**src/rtl/bit_unstuff_pkg.sv**
```systemverilog
// Shared USB bit-stuffing definitions.
// Used by both the transmit stuffer and the receive unstuffer.
package bit_unstuff_pkg;

  localparam int unsigned USB_STUFF_RUN_LEN = 6;

  localparam int unsigned USB_STUFF_CNT_W = 8;

  localparam int unsigned RUN_CNT_W = 3;

  typedef enum logic [1:0] {
    IDLE  = 2'd0,
    COUNT = 2'd1,
    DROP  = 2'd2,
    ERROR = 2'd3
  } unstuff_state_e;

endpackage

```
**src/rtl/bit_unstuff.sv**
```systemverilog
// Receive bit unstuffer: strips the 0 that follows a run of
// RUN_LEN ones, flags over-long runs, counts removed bits.
module bit_unstuff
  import bit_unstuff_pkg::*;
#(
  parameter int unsigned RUN_LEN = USB_STUFF_RUN_LEN,
  parameter int unsigned CNT_W   = USB_STUFF_CNT_W
) (
  input  logic             Bit_Unstuff_Clk,
  input  logic             Bit_Unstuff_Rst,
  input  logic             Bit_Unstuff_Data_In,
  input  logic             Bit_Unstuff_Data_In_Valid,
  input  logic             Bit_Unstuff_Pkt_Active,
  output logic             Bit_Unstuff_Data_Out,
  output logic             Bit_Unstuff_Data_Out_Valid,
  output logic             Bit_Unstuff_Flag,
  output logic             Bit_Unstuff_Err,
  output logic [CNT_W-1:0] Bit_Unstuff_Drop_Count
);

  localparam logic [RUN_CNT_W-1:0] RUN_MAX =
    RUN_CNT_W'(RUN_LEN);

  unstuff_state_e       state_q, state_d;
  logic [RUN_CNT_W-1:0] run_q, run_d;
  logic [RUN_CNT_W-1:0] run_cur;
  logic [RUN_CNT_W-1:0] run_inc;
  logic                 dout_q, dout_d;
  logic                 dval_q, dval_d;
  logic                 flag_q, flag_d;
  logic                 err_q, err_d;
  logic [CNT_W-1:0]     cnt_q, cnt_d;
  logic [CNT_W-1:0]     cnt_sat;
  logic                 take;

  assign take = Bit_Unstuff_Data_In_Valid &
                Bit_Unstuff_Pkt_Active;

  assign cnt_sat = (cnt_q == '1) ? cnt_q
                 : cnt_q + CNT_W'(1);

  // Next state, run tracking and registered output values.
  always_comb begin
    state_d = state_q;
    run_d   = run_q;
    dout_d  = dout_q;
    dval_d  = 1'b0;
    flag_d  = 1'b0;
    err_d   = err_q;
    cnt_d   = cnt_q;
    run_cur = (state_q == IDLE) ? '0 : run_q;
    run_inc = run_cur + RUN_CNT_W'(1);

    if (!Bit_Unstuff_Pkt_Active) begin
      state_d = IDLE;
      run_d   = '0;
      err_d   = 1'b0;
    end else begin
      unique case (state_q)
        IDLE, COUNT: begin
          if (state_q == IDLE) begin
            cnt_d   = '0;
            err_d   = 1'b0;
            run_d   = '0;
            state_d = COUNT;
          end
          if (take) begin
            dval_d = 1'b1;
            dout_d = Bit_Unstuff_Data_In;
            if (Bit_Unstuff_Data_In) begin
              run_d = run_inc;
              if (run_inc == RUN_MAX) begin
                state_d = DROP;
              end
            end else begin
              run_d = '0;
            end
          end
        end
        DROP: begin
          if (take) begin
            if (!Bit_Unstuff_Data_In) begin
              flag_d  = 1'b1;
              cnt_d   = cnt_sat;
              run_d   = '0;
              state_d = COUNT;
            end else begin
              err_d   = 1'b1;
              state_d = ERROR;
            end
          end
        end
        ERROR: begin
          err_d = 1'b1;
        end
        default: begin
          state_d = IDLE;
        end
      endcase
    end
  end

  // State and output registers; reset takes priority.
  always_ff @(posedge Bit_Unstuff_Clk) begin
    if (Bit_Unstuff_Rst) begin
      state_q <= IDLE;
      run_q   <= '0;
      dout_q  <= 1'b0;
      dval_q  <= 1'b0;
      flag_q  <= 1'b0;
      err_q   <= 1'b0;
      cnt_q   <= '0;
    end else begin
      state_q <= state_d;
      run_q   <= run_d;
      dout_q  <= dout_d;
      dval_q  <= dval_d;
      flag_q  <= flag_d;
      err_q   <= err_d;
      cnt_q   <= cnt_d;
    end
  end

  assign Bit_Unstuff_Data_Out       = dout_q;
  assign Bit_Unstuff_Data_Out_Valid = dval_q;
  assign Bit_Unstuff_Flag           = flag_q;
  assign Bit_Unstuff_Err            = err_q;
  assign Bit_Unstuff_Drop_Count     = cnt_q;

endmodule

```
**config.mk**
```make
export PLATFORM = sky130hd
export DESIGN_NAME = bit_unstuff
export DESIGN_NICKNAME = d
export VERILOG_FILES = /design/src/rtl/bit_unstuff_pkg.sv /design/src/rtl/bit_unstuff.sv
export SDC_FILE = /design/constraint.sdc
export NUM_CORES = 1
export LEC_CHECK = 0
export ABC_AREA = 1
export CORE_AREA = 5 5 61 63
export DETAILED_ROUTE_END_ITERATION = 8
export DIE_AREA = 0 0 66 68
export GPL_ROUTABILITY_DRIVEN = 0
export PLACE_DENSITY = 0.62
export SLEW_MARGIN = 20
export SYNTH_ARGS = -nofsm -noshare
export SYNTH_HDL_FRONTEND = slang
export SYNTH_SLANG_ARGS = --single-unit
export TNS_END_PERCENT = 100
```
**constraint.sdc**
```tcl
create_clock -name Bit_Unstuff_Clk -period 2.8 [get_ports Bit_Unstuff_Clk]
set_input_delay 0.28 -clock Bit_Unstuff_Clk [delete_from_list [all_inputs] [get_ports Bit_Unstuff_Clk]]
set_output_delay 0.28 -clock Bit_Unstuff_Clk [all_outputs]
set_load 0.05 [all_outputs]
```
==> summary.txt, run 1 <==
Finish
  • Sequential cell area: 340 um2
  • Area Growth Syn to Fin: 23.7%
  • Antenna cell count: 0
  • Final Core Density: 0.384
  • Fin nets: 164
  • Multi-input logic area: 562 um2
  • Share of cells above drive strength 1: 0.174
  • Filler Cells Inserted: 341

Floorplan
  • Die area: 4490 um2
  • Top Ports: 17
  • Die Wd: 66 um
  • Die Ht: 68 um
  • Starting Density: 0.310
  • Cell Rows: 21
  • Core ar.: 3180 um2

Clock tree
  • Htree depth: 1
  • Worst-Skew Late Latency: 0.28 ns
  • Total CTS buffers: 3
  • Sink Count: 17
  • PostCTS Resize Cnt: 0
  • CTS tree: yes
  • Clock Path Buffers: 2
  • Clock-pin slew on the worst setup and hold paths: 0.10 ns
  • Post-CTS Setup Repair Bufs: 0
  • Clock root cell: clkbuf_4
  • Hold buffer count at CTS: 0

Power
  • Cell Pwr Density: 355 nW/um2
  • Worst ir drop on vdd: 0.000181 V
  • Leakage: 0.461 nW

Timing
  • Setup violations, final: 0
  • Fin Clk Skew: 0.000979 ns
  • Max transition margin: 0.662
  • RSZ-0062 raised after global routing: false
  • Max-slew violations: 0
  • Tcrit/Tclk final: 0.667
  • Setup tns final: 0 ns
  • Final Hold Viols: 0
  • Post-layout min period: 1.87 ns
  • Worst Max-Slew Pin Slew: 0.505 ns
  • Hold Slack: 0.472 ns
  • Fmax achieved: 536 MHz

Drt
  • Via/cell ratio: 4.43
  • Post-DRT Antenna Nets: 0
  • Final WL: 1.93 mm
  • Via count: 891
  • 1st-pass router iterations: 4
  • Residual DRC: 0
  • Routed WL per cell: 9.58 um
  • Initial DRC Count: 28

Synth
  • Syn avg cell area: 7.25 um2
  • Seq cells post-synth: 17
  • Number of library cell types mapped by synthesis: 28
  • Register area share after synthesis: 0.345
  • Synth top area share: 0.345
  • Dominant cell type by area after synthesis: dfxtp_1
  • Cells after Synth: 136
  • Syn_nets: 144
  • EDFF count, synth: 0
  • Synthesized area: 986 um2
  • Top cells by count, synth: nand2_1 (29), dfxtp_1 (17), nor2_1 (16)
  • Yosys warning total: 0
  • Most frequent cell after synthesis: nand2_1
  • Post-synth ARST share: 0
  • Main area contributors after synthesis: dfxtp_1 (35%), nand2_1 (11%), nor2_1 (6.1%)
  • Main synth FF type: dfxtp_1

Worst setup path
  • Critical Path Fanout Max: 7
  • Reg2reg setup slack: 1.04 ns
  • Top cell family by delay on the critical path: buffers and inverters
  • Worst reg2reg startpoint: state_q[1]
  • Slowest Stage Delay on Critical Path: 0.85 ns
  • Arrival @ worst endpoint: 1.59 ns
  • Startpoint Class: flop
  • Slowest CP cell: clkdlybuf4s50_1
  • Setup crit end kind: output port
  • Crit path kind: flop to output port
  • Crit-path cells: clkdlybuf4s50_1
  • Req. time, crit path: 2.52 ns
  • Reg2reg path depth: 11
  • Crit. Startpoint: Bit_Unstuff_Drop_Count[3]
  • WP buf/inv: 1
  • Reg2reg end: state_q[0]

Min path
  • Hold Path Class: flop to flop
  • Hold path cells: 2
  • Worst Hold End: Bit_Unstuff_Err
  • Min-delay src: Bit_Unstuff_Err

GRT
  • First-pass GRT wire length: 3.45 mm
  • Grt total ovfl: 0
  • Vias in the first global route: 805
  • GRT Total Usage: 0.0956
  • Antenna violations before repair: 0
  • Pin count of the biggest net entering global routing: 11

Place
  • Port bufs: 16
  • DP Wirelength: 1.61 mm

Status
  • Status: finished, final reports clean

Job
  • # Max-Cap Violations: 0
## cells in the final DEF, fill, tap and decap left out, drive strengths merged
cell type      Yosys  layout
ha                 3       3
a21oi             10      10
nor4               1       1
nand2             35      35
clkinv             1       2
nor2              20      20
nor3               3       3
nand4              1       1
nand3             14      14
clkbuf             0       3
clkdlybuf4s50      0      16
o21bai             1       1
dfxtp             17      17
or2                1       1
o211ai             1       1
o21a               1       1
o21ai              8       8
inv               18      18
## power breakdown
part           switching, W  internal, W  total (W)  leakage [nW]
logic             0.0000347    0.0000188  0.0000535         0.305
registers        0.00000400     0.000246   0.000250         0.138
clock network     0.0000767    0.0000530   0.000130        0.0177
## kinds of logic after synthesis
| logic type | Yosys count | share of synthesized area |
|---|---|---|
| buffers and inverters | 20 | 0.0850 |
| AND/OR/NAND/NOR | 75 | 0.402 |
| flip-flops | 17 | 0.345 |
| adder cells (fa/ha/maj) | 3 | 0.0381 |
| AO/OA/AOI/OAI | 21 | 0.129 |
## layer usage
| metal | vias up | global-route usage | wire length [um] |
|---|---|---|---|
| met3 | 0 | 0.0230 | 96 |
| met1 | 396 | 0.116 | 898 |
| li1 | 480 | - | - |
| met2 | 15 | 0.166 | 930 |
| met5 | - | 0 | 0 |
| met4 | 0 | 0.0305 | 0 |
## per-stage QoR
step / area (um2) / instances / worst slack [ns] / total power, W
after detailed placement: 1190 / 197 / 1.03 / 0.000309
final: 1220 / 201 / 0.933 / 0.000433
after floorplan: 986 / 136 / 1.01 / 0.000290
after CTS: 1220 / 201 / 0.913 / 0.000441
after global placement: 1190 / 197 / 1.04 / 0.000309
after global routing: 1220 / 201 / 0.857 / 0.000460
## worst max-delay path by stage
stage | to | slack (ns) | cells past startpoint
detailed placement | Bit_Unstuff_Drop_Count[1] | 1.03 | 8
finish | Bit_Unstuff_Drop_Count[3] | 0.93 | 1
global route | Bit_Unstuff_Drop_Count[3] | 0.86 | 1
global placement | Bit_Unstuff_Drop_Count[6] | 1.04 | 8
floorplan | Bit_Unstuff_Drop_Count[0] | 1.01 | 8
CTS | Bit_Unstuff_Drop_Count[3] | 0.91 | 1
## registers in the layout, summed over array words and instances, names as in the netlist
name / cells
Bit_Unstuff_Data_Out_Valid: 1
state_q: 2
Bit_Unstuff_Err: 1
Bit_Unstuff_Drop_Count: 8
Bit_Unstuff_Data_Out: 1
run_q: 3
Bit_Unstuff_Flag: 1
## layout make-up
type | count | share of cell area
Clock buffer | 3 | 0.0185
Clock inverter | 1 | 0.00410
Inverter | 19 | 0.0595
Multi-Input combinational cell | 99 | 0.461
Sequential cell | 17 | 0.279
Tap cell | 46 | 0.0472
Timing Repair Buffer | 16 | 0.131
(Power assumes the default switching activity.)
==> inputs of run 2 (changes only) <==
PLACE_DENSITY = 0.64   (was 0.62)
clock period = 1.7 ns   (was 2.8 ns; I/O delays follow)
==> run 2 against run 1 <==
Compared with the run above:
- combinational power rose by 64%
- final area rose by 0.20%
- power rose by 64%
- critical path depth did not move
- register-to-register slack got worse by 0.86 ns
- global-route usage rose by 0.46 points
- largest power group unchanged
==> summary.txt, run 2 (synthesis gave the netlist of run 1 again) <==
Status
  • Status: finished, final reports clean (unchanged)

GRT
  • Antenna violations before repair: 0 (unchanged)
  • Grt total ovfl: 0 (unchanged)
  • First-pass GRT wire length: 3.56 mm (was 3.45 mm)
  • Vias in the first global route: 858 (was 805)
  • GRT Total Usage: 0.100 (was 0.0956)
  • Pin count of the biggest net entering global routing: 11 (unchanged)

Clock tree
  • Worst-Skew Late Latency: 0.29 ns (was 0.28 ns)
  • Sink Count: 17 (unchanged)
  • Clock Path Buffers: 2 (unchanged)
  • Clock-pin slew on the worst setup and hold paths: 0.10 ns (about the same)
  • Clock root cell: clkbuf_4 (unchanged)
  • Htree depth: 1 (unchanged)
  • Total CTS buffers: 3 (unchanged)
  • CTS tree: yes (unchanged)

Timing
  • Tcrit/Tclk final: 0.966
  • Post-layout min period: 1.64 ns
  • Max-slew violations: 0 (unchanged)
  • Setup violations, final: 0 (unchanged)
  • Final Hold Viols: 0 (unchanged)
  • Fin Clk Skew: 0.0107 ns (was 0.000979 ns)
  • Hold Slack: 0.478 ns (was 0.472 ns)
  • RSZ-0062 raised after global routing: false (unchanged)
  • Setup tns final: 0 ns (unchanged)
  • Fmax achieved: 609 MHz
  • Max transition margin: 0.663 (was 0.662)
  • Worst Max-Slew Pin Slew: 0.504 ns (was 0.505 ns)

Floorplan
  • Core ar.: 3180 um2 (unchanged)
  • Die Wd: 66 um (unchanged)
  • Cell Rows: 21 (unchanged)
  • Starting Density: 0.310 (unchanged)
  • Die Ht: 68 um (unchanged)
  • Die area: 4490 um2 (unchanged)
  • Top Ports: 17 (unchanged)

Min path
  • Hold Path Class: flop to flop (unchanged)
  • Min-delay src: run_q[1] (was Bit_Unstuff_Err)

Power
  • Cell Pwr Density: 582 nW/um2 (was 355 nW/um2)
  • P_int: 0.000523 W (was 0.000318 W)
  • Worst ir drop on vdd: 0.000318 V (was 0.000181 V)
  • Sequential Power Share: 0.577 (about the same)
  • Leakage: 0.499 nW (was 0.461 nW)
  • Combinational share of power: 0.123 (was 0.124)
  • Clock power frac: 0.299 (was 0.300)
  • Switching Fraction: 0.265 (was 0.267)
  • P_sw: 0.000189 W (was 0.000115 W)

Place
  • Port bufs: 16 (unchanged)
  • Placed cell areas: 1180 um2 (was 1190 um2)
  • DP Wirelength: 1.60 mm (was 1.61 mm)

Worst setup path
  • Slowest CP cell: clkdlybuf4s50_1 (unchanged)
  • Crit path kind: flop to output port (unchanged)
  • Arrival @ worst endpoint: 1.47 ns (was 1.59 ns)
  • Req. time, crit path: 1.53 ns (was 2.52 ns)
  • Slowest Stage Delay on Critical Path: 0.81 ns (was 0.85 ns)
  • Setup crit end kind: output port (unchanged)
  • Critical Path Fanout Max: 5 (was 7)
  • Startpoint Class: flop (unchanged)
  • Top cell family by delay on the critical path: buffers and inverters (unchanged)
  • Crit-path cells: clkdlybuf4s50_1 (unchanged)
  • Crit. Startpoint: Bit_Unstuff_Drop_Count[1] (was Bit_Unstuff_Drop_Count[3])
  • WP buf/inv: 1 (unchanged)
  • Worst reg2reg startpoint: state_q[1] (unchanged)

Drt
  • Uppermost layer routed: met4 (was met3)
  • Post-DRT Antenna Nets: 0 (unchanged)
  • Via count: 879 (was 891)
  • Met3 WL: 77 um (was 96 um)
  • Met2 routed WL: 887 um (was 930 um)
  • Final WL: 1.92 mm (was 1.93 mm)
  • Met1 wire length: 949 um (was 898 um)
  • Residual DRC: 0 (unchanged)
  • 1st-pass router iterations: 3 (was 4)
  • Initial DRC Count: 30 (was 28)
  • Via/cell ratio: 4.35 (was 4.43)
  • Routed WL per cell: 9.52 um (was 9.58 um)

Finish
  • Final Core Density: 0.384 (about the same)
  • Design Area, Final: 1220 um2 (about the same)
  • Share of cells above drive strength 1: 0.250 (was 0.174)
  • Area Growth Syn to Fin: 24.0% (was 23.7%)
  • Commonest non-fill, non-tap cell in the layout: nand2_1 (unchanged)
  • Max reg flops: 8 (unchanged)
  • Filler Cells Inserted: 342 (was 341)
  • Fin nets: 165 (was 164)
  • Antenna cell count: 0 (unchanged)
  • Most frequent cells in the layout: nand2_1 (29), nor2_1 (16), inv_1 (14), dfxtp_1 (13), nand3_1 (10) (was nand2_1 (29), dfxtp_1 (17), nor2_1 (16), clkdlybuf4s50_1 (16), inv_1 (14))

Job
  • # Max-Cap Violations: 0 (unchanged)
==> run 2: final cells by class <==
cell class,count,area [um2],area share
clock inverter,1,5.00,0.00409
multi-input combinational,99,562,0.460
inverter,19,75.1,0.0614
clock buffer,3,22.5,0.0184
tap,46,57.6,0.0471
timing repair buffer,17,153,0.125
sequential,17,348,0.285
==> run 2: through the flow <==
stage / setup WS, ns / std cells / total power [W]
final: 0.0580 / 202 / 0.000711
after global routing: 0.00566 / 202 / 0.000754
after CTS: 0.0162 / 202 / 0.000725
after detailed placement: 0.0663 / 198 / 0.000510
after global placement: 0.0993 / 198 / 0.000509
after floorplan: 0.0661 / 136 / 0.000478
==> run 2: power by group through the flow <==
stage | clock (W) | combinational (W) | sequential, W
after floorplan | 0 | 0.0000404 | 0.000437
after global placement | 0 | 0.0000880 | 0.000421
after detailed placement | 0 | 0.0000884 | 0.000421
after CTS | 0.000225 | 0.0000886 | 0.000412
after global routing | 0.000245 | 0.0000970 | 0.000412
final | 0.000213 | 0.0000877 | 0.000411
==> run 2: what timing repair did <==
action	in CTS	in global routing
endpoints found under the setup margin	0	4
setup buffers	0	0
gates resized for setup	0	5
hold buffers	0	0
==> run 2: final timing paths <==
path | to | slack (ns) | depth (start not counted)
worst max-delay path | Bit_Unstuff_Drop_Count[1] | 0.06 | 1
worst min-delay path | run_q[1] | 0.48 | 2
worst max register to register | state_q[0] | 0.18 | 10
worst min register to register | run_q[1] | 0.48 | 2
==> run 2: metal layers <==
layer  GRT usage  vias to the layer above
li1            -                      477
met1       0.122                      387
met2       0.179                       13
met3      0.0197                        2
met4      0.0305                        0
met5           0                        -
